<file path="src/rtl/irq_ctrl_if.sv">
// Bus slave interface between device_mux and irq_ctrl.
//  data_write : write data from the mux, only [7:0] carries register data
//  data_read  : registered read data, [15:8] always zero
//  addr       : byte address within the slave window
//  uds / lds  : upper / lower byte strobes, active high
//  rw         : 1 = read, 0 = write
//  ack        : access acknowledge back to the mux
interface irq_ctrl_if;
  logic [15:0] data_write;
  logic [15:0] data_read;
  logic [7:0]  addr;
  logic        uds;
  logic        lds;
  logic        rw;
  logic        ack;

  modport master (
    output data_write, addr, uds, lds, rw,
    input  data_read, ack
  );

  modport slave (
    input  data_write, addr, uds, lds, rw,
    output data_read, ack
  );
endinterface

</file>
<file path="src/rtl/irq_ctrl.sv">
// Interrupt controller presenting the highest enabled pending level to the
// TG68 as active-low ipl_n. Seven request lines (irq[i] = level i+1) are
// synchronised, latched on rising edge or mirrored as levels, and software
// reads, masks, clears and sets them through four byte registers.
// Ports:
//  clk      system clock
//  reset_n  asynchronous active-low reset
//  bus      slave side of the device_mux bus (see irq_ctrl_if)
//  irq      asynchronous active-high requests, irq[i] = level i+1
//  ipl_n    ~(highest enabled pending level), 3'b111 = none
module irq_ctrl #(
  parameter int         SYNC_STAGES  = 2,
  parameter logic [6:0] EDGE_DEFAULT = 7'h00
) (
  input  logic          clk,
  input  logic          reset_n,
  irq_ctrl_if.slave     bus,
  input  logic [6:0]    irq,
  output logic [2:0]    ipl_n
);

  typedef enum logic [0:0] {ST_IDLE = 1'b0, ST_ACK = 1'b1} state_t;

  state_t      state_r;
  state_t      state_nx_s;
  logic        start_s;
  logic        ack_r;
  logic [6:0]  rd_r;
  logic [2:0]  ipl_r;

  logic [6:0]  sync_r [SYNC_STAGES];
  logic [6:0]  sync_s;
  logic [6:0]  prev_r;
  logic [6:0]  rise_s;

  logic [6:0]  pending_r;
  logic [6:0]  enable_r;
  logic [6:0]  edge_r;
  logic [6:0]  pending_nx_s;

  logic        strobe_s;
  logic        mapped_s;
  logic [1:0]  reg_sel_s;
  logic        wr_s;
  logic [6:0]  clr_s;
  logic [6:0]  swset_s;
  logic [2:0]  lvl_s;
  logic [6:0]  rd_mux_s;

  // Index+1 of the highest set bit, 0 when nothing is set (level 7 wins).
  function automatic logic [2:0] top_level(input logic [6:0] m);
    logic [2:0] l;
    l = 3'd0;
    for (int i = 0; i < 7; i++) begin
      if (m[i]) begin
        l = 3'(i + 1);
      end else begin
        l = l;
      end
    end
    return l;
  endfunction

  assign sync_s    = sync_r[SYNC_STAGES-1];
  assign rise_s    = sync_s & ~prev_r;
  assign strobe_s  = bus.uds | bus.lds;
  assign lvl_s     = top_level(pending_r & enable_r);

  assign bus.ack       = ack_r;
  assign bus.data_read = {9'h000, rd_r};
  assign ipl_n         = ipl_r;

  // Bus FSM next state: one access per strobe assertion.
  always_comb begin
    state_nx_s = state_r;
    start_s    = 1'b0;
    case (state_r)
      ST_IDLE: begin
        if (strobe_s && !ack_r) begin
          state_nx_s = ST_ACK;
          start_s    = 1'b1;
        end else begin
          state_nx_s = ST_IDLE;
        end
      end
      ST_ACK: begin
        if (!strobe_s) begin
          state_nx_s = ST_IDLE;
        end else begin
          state_nx_s = ST_ACK;
        end
      end
      default: state_nx_s = ST_IDLE;
    endcase
  end

  // Address decode, write strobes and read mux for the access being started.
  always_comb begin
    mapped_s  = (bus.addr[7:4] == 4'h0) && (bus.addr[3] == 1'b0);
    reg_sel_s = bus.addr[2:1];
    wr_s      = start_s & ~bus.rw & bus.lds & mapped_s;
    clr_s     = 7'h00;
    swset_s   = 7'h00;
    if (wr_s && (reg_sel_s == 2'd0)) begin
      clr_s = bus.data_write[6:0];
    end else begin
      clr_s = 7'h00;
    end
    if (wr_s && (reg_sel_s == 2'd3)) begin
      swset_s = bus.data_write[6:0];
    end else begin
      swset_s = 7'h00;
    end
    case (reg_sel_s)
      2'd0:    rd_mux_s = pending_r;
      2'd1:    rd_mux_s = enable_r;
      2'd2:    rd_mux_s = edge_r;
      2'd3:    rd_mux_s = {4'h0, lvl_s};
      default: rd_mux_s = 7'h00;
    endcase
  end

  // Edge bits: set (rise or SWSET) wins over W1C. Level bits mirror the synced input.
  always_comb begin
    pending_nx_s = (edge_r & ((pending_r & ~clr_s) | rise_s | swset_s))
                 | (~edge_r & sync_s);
  end

  // Input synchroniser chain and previous-sample register for edge detection.
  always_ff @(posedge clk or negedge reset_n) begin
    if (!reset_n) begin
      for (int i = 0; i < SYNC_STAGES; i++) begin
        sync_r[i] <= 7'h00;
      end
      prev_r <= 7'h00;
    end else begin
      sync_r[0] <= irq;
      for (int i = 1; i < SYNC_STAGES; i++) begin
        sync_r[i] <= sync_r[i-1];
      end
      prev_r <= sync_s;
    end
  end

  // Bus state, registers, captured read data and registered ipl_n.
  always_ff @(posedge clk or negedge reset_n) begin
    if (!reset_n) begin
      state_r   <= ST_IDLE;
      ack_r     <= 1'b0;
      rd_r      <= 7'h00;
      pending_r <= 7'h00;
      enable_r  <= 7'h00;
      edge_r    <= EDGE_DEFAULT;
      ipl_r     <= 3'b111;
    end else begin
      state_r   <= state_nx_s;
      ack_r     <= (state_nx_s == ST_ACK);
      pending_r <= pending_nx_s;
      ipl_r     <= ~lvl_s;
      if (wr_s && (reg_sel_s == 2'd1)) begin
        enable_r <= bus.data_write[6:0];
      end
      if (wr_s && (reg_sel_s == 2'd2)) begin
        edge_r <= bus.data_write[6:0];
      end
      if (start_s && bus.rw) begin
        rd_r <= mapped_s ? rd_mux_s : 7'h00;
      end
    end
  end

endmodule

</file>
<file path="src/flat_wrapper.sv">
// flat-port wrapper written by rule: the top's interface ports become plain ports
module irq_ctrl_flat 
#(
  parameter int         SYNC_STAGES  = 2,
  parameter logic [6:0] EDGE_DEFAULT = 7'h00
)
  (clk, reset_n, irq, ipl_n, bus_data_write, bus_addr, bus_uds, bus_lds, bus_rw, bus_data_read, bus_ack);
  irq_ctrl_if bus_i ();
  input  logic clk;
  input  logic reset_n;
  input  logic [6:0] irq;
  output logic [2:0] ipl_n;
  input wire logic [$bits(bus_i.data_write)-1:0] bus_data_write;
  input wire logic [$bits(bus_i.addr)-1:0] bus_addr;
  input wire logic [$bits(bus_i.uds)-1:0] bus_uds;
  input wire logic [$bits(bus_i.lds)-1:0] bus_lds;
  input wire logic [$bits(bus_i.rw)-1:0] bus_rw;
  output wire logic [$bits(bus_i.data_read)-1:0] bus_data_read;
  output wire logic [$bits(bus_i.ack)-1:0] bus_ack;
  assign bus_i.data_write = bus_data_write;
  assign bus_i.addr = bus_addr;
  assign bus_i.uds = bus_uds;
  assign bus_i.lds = bus_lds;
  assign bus_i.rw = bus_rw;
  assign bus_data_read = bus_i.data_read;
  assign bus_ack = bus_i.ack;
  irq_ctrl #(.SYNC_STAGES(SYNC_STAGES), .EDGE_DEFAULT(EDGE_DEFAULT)) u_core (.clk(clk), .reset_n(reset_n), .bus(bus_i), .irq(irq), .ipl_n(ipl_n));
endmodule
</file>
<file path="config.mk">
export PLATFORM = sky130hd
export DESIGN_NAME = irq_ctrl_flat
export DESIGN_NICKNAME = d
export VERILOG_FILES = /design/src/rtl/irq_ctrl_if.sv /design/src/rtl/irq_ctrl.sv /design/src/flat_wrapper.sv
export SDC_FILE = /design/constraint.sdc
export NUM_CORES = 1
export LEC_CHECK = 0
export ABC_AREA = 1
export CORE_MARGIN = 5
export CORE_UTILIZATION = 40
export CTS_BUF_LIST = sky130_fd_sc_hd__clkbuf_16
export CTS_CLUSTER_DIAMETER = 40
export DETAILED_ROUTE_END_ITERATION = 16
export GPL_TIMING_DRIVEN = 0
export PLACE_DENSITY = 0.75
export REMOVE_ABC_BUFFERS = 1
export SYNTH_ARGS = -nofsm -noshare
export SYNTH_HDL_FRONTEND = slang
export SYNTH_SLANG_ARGS = --single-unit
</file>
<file path="constraint.sdc">
create_clock -name clk -period 2 [get_ports clk]
set_clock_uncertainty 0.2 [all_clocks]
set_input_delay 0.2 -clock clk [delete_from_list [all_inputs] [get_ports clk]]
set_output_delay 0.2 -clock clk [all_outputs]
set_load 0.02 [all_outputs]
</file>
* Word level (Yosys, flattened, before mapping) *
Index checks and enable logic that the tools add are counted.

cells by class
  reductions and logical operators = 10
  bitwise gates (word level) = 19
  mux-type cells = 15
  equal/unequal tests = 3

operators with widths
  cell                                           number
  AND 7 bit                                      5
  case mux 7 bit (4 select lines)                1
  2-to-1 mux 7 bit                               3
  NOT 7 bit                                      3
  bitwise OR 7 bit                               3
  2-to-1 mux 3 bit                               6
  logical AND 1 bit                              7
  == test 2 bit, second input constant           2
  zero test 4 bit                                1
  2-to-1 mux 1 bit                               4
  AND 1 bit                                      3
  NOT 1 bit                                      3
  NOT 3 bit                                      1
  == test 2 x 1 -> 1 bit, second input constant  1
  zero test 2 bit                                1
  case mux 1 bit (2 select lines)                1
  zero test 1 bit                                1
  bitwise OR 1 bit                               1

word-level totals
  input port bits = 36
  bits in registers = 53
  output and inout bits = 20
  logic and storage cells = 56

* Longest topological paths before layout *
Gate-level depths: netlist of the first run.

  depth after elaboration = 15
  mapped depth = 12
  depth with buffers taken out = 12

* Least setup slack after synthesis of the first run *
OpenSTA, ideal clock, no wires.

  kind = reg-to-reg
  from = reg u_core.state_r
  to = reg u_core.enable_r[3]
  arrival = 1.380 ns
  path slack = 0.294 ns
  period minus slack after synthesis = 1.706 ns
  stages on the path, launching flop included = 7
  setup time = 0.126 ns
  buffers on the path = 2
  required time = 1.674 ns
  cells stage by stage = dfrtp_1 nor3b_2 nand2_2 buf_6 nor2_4 buf_6 o21ai_0

on the way
  longest elaborated chain between the ends = 8

ends and longest elaborated chain
  item                       line             source
  from (decl)                irq_ctrl.sv:24   state_t state_r;
  from (signal assigned)     irq_ctrl.sv:156  state_r <= state_nx_s;
  zero test 1 bit            n/a
  logical AND 1 bit          n/a
  2-to-1 mux 1 bit           n/a
  2-to-1 mux 1 bit *         irq_ctrl.sv:77   case (state_r)
  AND 1 bit * (3 in series)  irq_ctrl.sv:101  wr_s = start_s & ~bus.rw & bus.lds & mapped_s;
  logical AND 1 bit *        irq_ctrl.sv:160  if (wr_s && (reg_sel_s == 2'd1)) begin
  to (signal assigned)       irq_ctrl.sv:161  enable_r <= bus.data_write[6:0];
  to (decl)                  irq_ctrl.sv:37   logic [6:0] enable_r;

Every way passes the cells marked *; elsewhere a longest branch is shown, timed or not.
A chain may end at the register's enable or synchronous reset.

* Worst setup path in the final report of the first run *
  from = in bus_addr[7]
  to = reg u_core.pending_r[1]

on the way
  longest elaborated chain between the ends = 11
  elaborated cells between the ends (all ways) = 13
  classes of those cells = mux: 2; bitwise: 7; reduce/logical: 4

ends and longest elaborated chain
  item                              line                source
  from (decl)                       flat_wrapper.sv:14  input wire logic [$bits(bus_i.addr)-1:0] bus_addr;
  zero test 4 bit *                 irq_ctrl.sv:99      mapped_s = (bus.addr[7:4] == 4'h0) && (bus.addr[3] == 1'b0);
  logical AND 1 bit *               irq_ctrl.sv:99
  AND 1 bit *                       irq_ctrl.sv:101
  logical AND 1 bit                 irq_ctrl.sv:104     if (wr_s && (reg_sel_s == 2'd0)) begin
  2-to-1 mux 7 bit                  irq_ctrl.sv:104
  NOT 7 bit                         irq_ctrl.sv:125     pending_nx_s = (edge_r & ((pending_r & ~clr_s) | rise_s | swset_s))
  AND 7 bit                         irq_ctrl.sv:125
  bitwise OR 7 bit                  irq_ctrl.sv:125
  bitwise OR 7 bit *                irq_ctrl.sv:125
  AND 7 bit *                       irq_ctrl.sv:125
  bitwise OR 7 bit *                irq_ctrl.sv:126     | (~edge_r & sync_s);
  named net u_core.pending_nx_s[1]  irq_ctrl.sv:39      logic [6:0] pending_nx_s;
  to (signal assigned)              irq_ctrl.sv:158     pending_r <= pending_nx_s;
  to (decl)                         irq_ctrl.sv:36      logic [6:0] pending_r;

The timed path passes the listed nets; every way through them passes the cells marked *.

==> results of run 1 <==
[how the worst min path moves through the flow]
stage                     slack, ns  depth (start not counted)               end         startpoint
final                          0.14                          0  u_core.sync_s[6]  u_core.sync_r[13]
after global routing           0.14                          1  u_core.sync_r[7]             irq[0]
after CTS                      0.14                          1  u_core.sync_r[9]             irq[2]
after detailed placement      -0.02                          1  u_core.sync_r[9]            reset_n
after global placement         0.13                          0  u_core.sync_s[4]  u_core.sync_r[11]
after floorplan               -0.30                          0  u_core.edge_r[0]            reset_n
[report_power, final]
group          switching [mW]  leakage, nW  total (mW)  internal, mW
Sequential             0.0220        0.625        1.14          1.12
Clock                   0.337       0.0738       0.787         0.450
Combinational           0.119        0.702       0.209        0.0902
[Yosys cell counts (all sizes together)]
library cell,count,area [um^2]
nand2,105,396.6
buf,11,90.08
nor2,15,73.82
clkbuf,1,3.750
o22ai,4,25.02
or2,1,6.260
a21oi,5,25.02
nand4,7,43.79
dfrtp,50,1251
nor3,4,31.28
a221oi,3,26.28
inv,19,71.32
nand3,3,15.01
nor3b,1,12.51
o21ai,18,90.09
conb,1,3.750
dfstp,3,78.83
[sequential cells by signal, indices dropped and copies added, names as in the netlist]
name	count
u_core.sync_s	7
u_core.rd_r	7
u_core.enable_r	7
u_core.pending_r	7
u_core.edge_r	7
u_core.prev_r	7
u_core.state_r	1
u_core.sync_r	7
u_core.ipl_n	3
[cell type report]
class,instances,area [um^2],area share [%]
sequential,53,1330,46.81
timing repair buffer,41,420.4,14.80
clock buffer,5,125.1,4.403
multi-input combinational,175,793.3,27.92
tap,72,90.09,3.170
clock inverter,3,11.26,0.3963
inverter,19,71.32,2.510
[logic make-up (layout without fill, tap and decap cells)]
group / Yosys count / count (layout)
buffers and inverters: 31 / 68
AND/OR/NAND/NOR: 136 / 136
other: 1 / 9
AO/OA/AOI/OAI: 30 / 30
flip-flops: 53 / 53
[what timing repair did]
action / CTS / global route
gates resized for setup: 2 / 1
hold endpoints to repair: 17 / 0
cloned: 0 / 0
pin swaps: 1 / 2
setup buffers: 1 / 2
endpoints found under the setup margin: 13 / 16
hold buffers: 1 / 0
[per-layer routing]
layer  part of all wire [%]  vias to the layer above  GRT usage, %
met5                      0                        -             0
met4                    2.3                        0         6.475
met3                    7.6                        7         3.786
met2                     47                       48         20.28
met1                     43                      782         15.93
li1                       -                      869             -
[stage by stage]
step	cell area, um^2	TNS (ns)	total power [mW]	util [%]
finish	2841	0	2.135	51.92
global route	2841	0	2.237	51.92
CTS	2811	0	2.170	51.37
detailed placement	2646	-7.426	1.362	48.35
global placement	2631	-58.83	1.352	48.08
floorplan	2181	0	1.244	-
==> results.sh, run 1 <==
export IMPL_synth_compound_area_share_pct=7.414
export IMPL_netlist_area_um2=2245
export IMPL_cp_slowest_cell="clkdlybuf4s50_1"
export IMPL_rows=27
export IMPL_finalHoldViolCount=0
export IMPL_post_drt_wl_per_cell_um=11.85
export IMPL_wl_mm=4.362
export IMPL_drtPass1Iterations=4
export IMPL_crit_type="in -> reg"
export IMPL_ys_seq_elements=53
export IMPL_max_freq_mhz=535.1
export IMPL_rsz0062_at_grt="no"
export IMPL_yosys_area_share_simple_pct=25.81
export IMPL_fin_crit_sh_pct=93.44
export IMPL_antenna_left=0
export IMPL_gp_congestion=0.8047
export IMPL_setup_viol=0
export IMPL_dpl_cell_count=356
export IMPL_diodes=0
export IMPL_clk_path_buf_depth=2
export IMPL_root_buffer="clkbuf_16"
export IMPL_yosys_warnings=0
export IMPL_avgViaCountPerCell=4.636
export IMPL_crit_path_start_kind="input port"
export IMPL_start_util_pct=41.02
export IMPL_required_ns=2.02
export IMPL_nNetsFinal=331
export IMPL_p_leak_nw=1.401
export IMPL_syn_inst=251
export IMPL_startpoint="bus_addr[7]"
export IMPL_synthXorXnorAreaFrac_pct=0
export IMPL_syn_area_per_cell_um2=8.943
export IMPL_ir_worst_vdd_v=0.0004340
export IMPL_cts_sinks=53
export IMPL_max_cap_viol_count=0
export IMPL_tritoncts="yes"
export IMPL_clock_latency_ns=0.29
export IMPL_pre_cts_slack_ns=-0.4812
export IMPL_ys_seq_area_share_pct=59.25
export IMPL_max_stage_delay_ns=0.40
export IMPL_die_w_um=84.91
export IMPL_synthToLayoutAreaGrowth_pct=26.59
export IMPL_final_common_cell="nand2_1"
export IMPL_cp_common_cell="nand2_1"
export IMPL_final_cell_mix="nand2_1, dfrtp_1, clkdlybuf4s50_1, inv_1, o21ai_0"
export IMPL_grt_ovfl_total=0
export IMPL_grt_max_degree=35
export IMPL_drt_iter0_drc=135
export IMPL_ys_types=22
export IMPL_grt_pass1_vias=1584
export IMPL_drive_above_1_share_pct=6.757
export IMPL_gr_usage_all_layers_pct=12.81
export IMPL_worstMarginPinSlew_ns=0.5364
export IMPL_clk_pin_slew_ns=0.06
export IMPL_synth_top_family_by_area="simple AND/OR/NAND/NOR gates"
export IMPL_fin_ws_ns=0.1313
export IMPL_cpLargestDelayFamily="simple AND/OR/NAND/NOR gates"
export IMPL_worst_setup_path_end_kind="flip-flop"
export IMPL_drv_slew=0
export IMPL_dp_hpwl_mm=3.129
export IMPL_cp_data_arrival_time_ns=1.89
export IMPL_outcome="finished clean"
export IMPL_holdWs_ns=0.1415
export IMPL_cp_depth=9
export IMPL_r2r_slack_ns=0.25
export IMPL_synthAdderAreaFrac_pct=0
export IMPL_relSlewSlack_pct=64.20
export IMPL_crit_buf_inv=1
export IMPL_dieArea_um2=7210
export IMPL_crit_chain="clkdlybuf4s50_1, or2_1, nor3_4, nand2_2, nor2_4, nand2_1, nand2_1, nand2_1, nand2_1"
export IMPL_drcViolationCount=0
export IMPL_cp_endpoint="u_core.pending_r[1]"
export IMPL_r2r_end="u_core.pending_r[1]"
export IMPL_placement_io_buffers=36
export IMPL_period_minus_slack_ns=1.869
export IMPL_num_io_pins=56
export IMPL_synth_area_mux_share_pct=0
export IMPL_powerDensity_nw_per_um2=751.3
export IMPL_vias=1706
export IMPL_min_path_type="reg -> reg"
export IMPL_core_um2=5473
export IMPL_die_h_um=84.91
export IMPL_instances_no_fill=368
export IMPL_numCtsBuffers=5
export IMPL_cp_max_fo=11
export IMPL_timing_rr_start="u_core.state_r"
export IMPL_antenna_found_initial=0
export IMPL_grt_pass1_wl_mm=7.286
export IMPL_htree_levels=2
export IMPL_worst_r2r_cell_count=8
export IMPL_nFillCells=517
Note: power is estimated with default switching activity, not from simulation.
==> run 2: changes to the inputs <==
==> constraint.sdc (replaced) <==
create_clock -name clk -period 1.8 [get_ports clk]
set_clock_uncertainty 0.2 [all_clocks]
set_input_delay 0.18 -clock clk [delete_from_list [all_inputs] [get_ports clk]]
set_output_delay 0.18 -clock clk [all_outputs]
set_load 0.02 [all_outputs]
==> results.sh, run 2 (synthesis gave the netlist of run 1 again) <==
export IMPL_outcome="finished clean"
export IMPL_max_cap_viol_count=0
export IMPL_crit_type="reg -> out"
export IMPL_diodes=0
export IMPL_htree_levels=2
export IMPL_power_total_mw=2.379
export IMPL_cp_slowest_cell="clkdlybuf4s50_1"
export IMPL_fin_area_um2=2853
export IMPL_crit_buf_inv=1
export IMPL_cp_max_fo=1
export IMPL_antenna_left=0
export IMPL_worst_setup_path_end_kind="primary output"
export IMPL_grt_max_degree=35
export IMPL_post_drt_wl_per_cell_um=12.22
export IMPL_p_leak_nw=1.457
export IMPL_gp_congestion=0.8047
export IMPL_worstMarginPinSlew_ns=0.5625
export IMPL_final_common_cell="nand2_1"
export IMPL_dpl_cell_count=356
export IMPL_fin_ws_ns=0.03057
export IMPL_setup_viol=0
export IMPL_crit_path_start_kind="flip-flop"
export IMPL_clk_pin_slew_ns=0.06
export IMPL_fin_crit_sh_pct=98.30
export IMPL_antenna_found_initial=0
export IMPL_drtPass1Iterations=4
export IMPL_relSlewSlack_pct=62.46
export IMPL_required_ns=1.42
export IMPL_drive_above_1_share_pct=7.744
export IMPL_dieArea_um2=7210
export IMPL_placed_area_um2=2646
export IMPL_grt_pass1_wl_mm=7.424
export IMPL_tns_ns=0
export IMPL_numCtsBuffers=5
export IMPL_dp_hpwl_mm=3.129
export IMPL_die_w_um=84.91
export IMPL_tritoncts="yes"
export IMPL_cp_data_arrival_time_ns=1.39
export IMPL_wl_mm=4.508
export IMPL_rsz0062_at_grt="yes"
export IMPL_avgViaCountPerCell=4.713
export IMPL_hp_start="irq[0]"
export IMPL_core_um2=5473
export IMPL_drv_slew=0
export IMPL_drt_iter0_drc=163
export IMPL_placement_io_buffers=36
export IMPL_final_cell_mix="nand2_1, dfrtp_1, clkdlybuf4s50_1, inv_1, o21ai_0"
export IMPL_instances_no_fill=369
export IMPL_crit_chain="clkdlybuf4s50_1"
export IMPL_startpoint="u_core.ipl_n[2]"
export IMPL_clk_path_buf_depth=2
export IMPL_num_io_pins=56
export IMPL_cpLargestDelayFamily="buffers and inverters"
export IMPL_grt_pass1_vias=1610
export IMPL_drcViolationCount=0
export IMPL_holdWs_ns=0.1267
export IMPL_pre_cts_slack_ns=-0.6612
export IMPL_start_util_pct=41.02
export IMPL_die_h_um=84.91
export IMPL_gr_usage_all_layers_pct=13.10
export IMPL_max_freq_mhz=565.2
export IMPL_grt_ovfl_total=0
export IMPL_ir_worst_vdd_v=0.0004846
export IMPL_rows=27
export IMPL_timing_rr_start="u_core.state_r"
export IMPL_period_minus_slack_ns=1.769
export IMPL_synthToLayoutAreaGrowth_pct=27.09
export IMPL_cts_sinks=53
export IMPL_max_stage_delay_ns=0.59
export IMPL_powerDensity_nw_per_um2=833.9
export IMPL_clock_latency_ns=0.29
export IMPL_nNetsFinal=332
export IMPL_finalHoldViolCount=0
export IMPL_postLayoutCoreUtil_pct=52.13
export IMPL_vias=1739
export IMPL_min_path_type="in -> reg"
export IMPL_root_buffer="clkbuf_16"
[run 2: changes by cell type in the layout (fill, tap and decap cells not counted), sizes merged]
cell / previous run / this run
clkdlybuf4s50: 35 / 31
nor2: 15 / 16
dlymetal6s2s: 0 / 4
[run 2: path summary, 6_finish.rpt]
check	endpoint	slack (ns)	depth (start not counted)
max	ipl_n[2]	0.03	1
min	u_core.sync_r[7]	0.13	1
max reg2reg	u_core.pending_r[4]	0.16	7
min reg2reg	u_core.sync_s[6]	0.14	0
max in group asynchronous	u_core.ipl_n[2]	0.63	3
min in group asynchronous	u_core.sync_r[9]	0.17	2
[run 2: timing repair]
| action | CTS | global route |
|---|---|---|
| pin swaps | 4 | 7 |
| buffers inserted | 3 | 0 |
| hold buffers | 1 | 0 |
| setup endpoints to repair | 23 | 28 |
| resized for setup | 5 | 5 |
| cloned | 0 | 1 |
| endpoints found under the hold margin | 19 | 0 |
[run 2: per-layer routing]
layer | vias to the layer above | share of wire (%) | global-route usage, % | wire (um)
met5 | - | 0 | 0 | 0
met4 | 0 | 2.3 | 6.331 | 104
met3 | 7 | 8.8 | 4.078 | 397
met2 | 62 | 48 | 21.00 | 2157
met1 | 798 | 41 | 16.06 | 1848
li1 | 872 | - | - | -
[run 2: final cells by class]
cell class | count | area (um^2)
fill | 517 | 2620
sequential | 53 | 1330
multi-input combinational | 176 | 807.0
timing repair buffer | 41 | 417.9
clock buffer | 5 | 125.1
tap | 72 | 90.09
inverter | 19 | 71.32
clock inverter | 3 | 11.26
[run 2: report_power, final]
group	switching, mW	total (mW)	internal, mW
sequential	0.0246	1.27	1.24
combinational	0.134	0.231	0.0976
clock	0.382	0.882	0.500
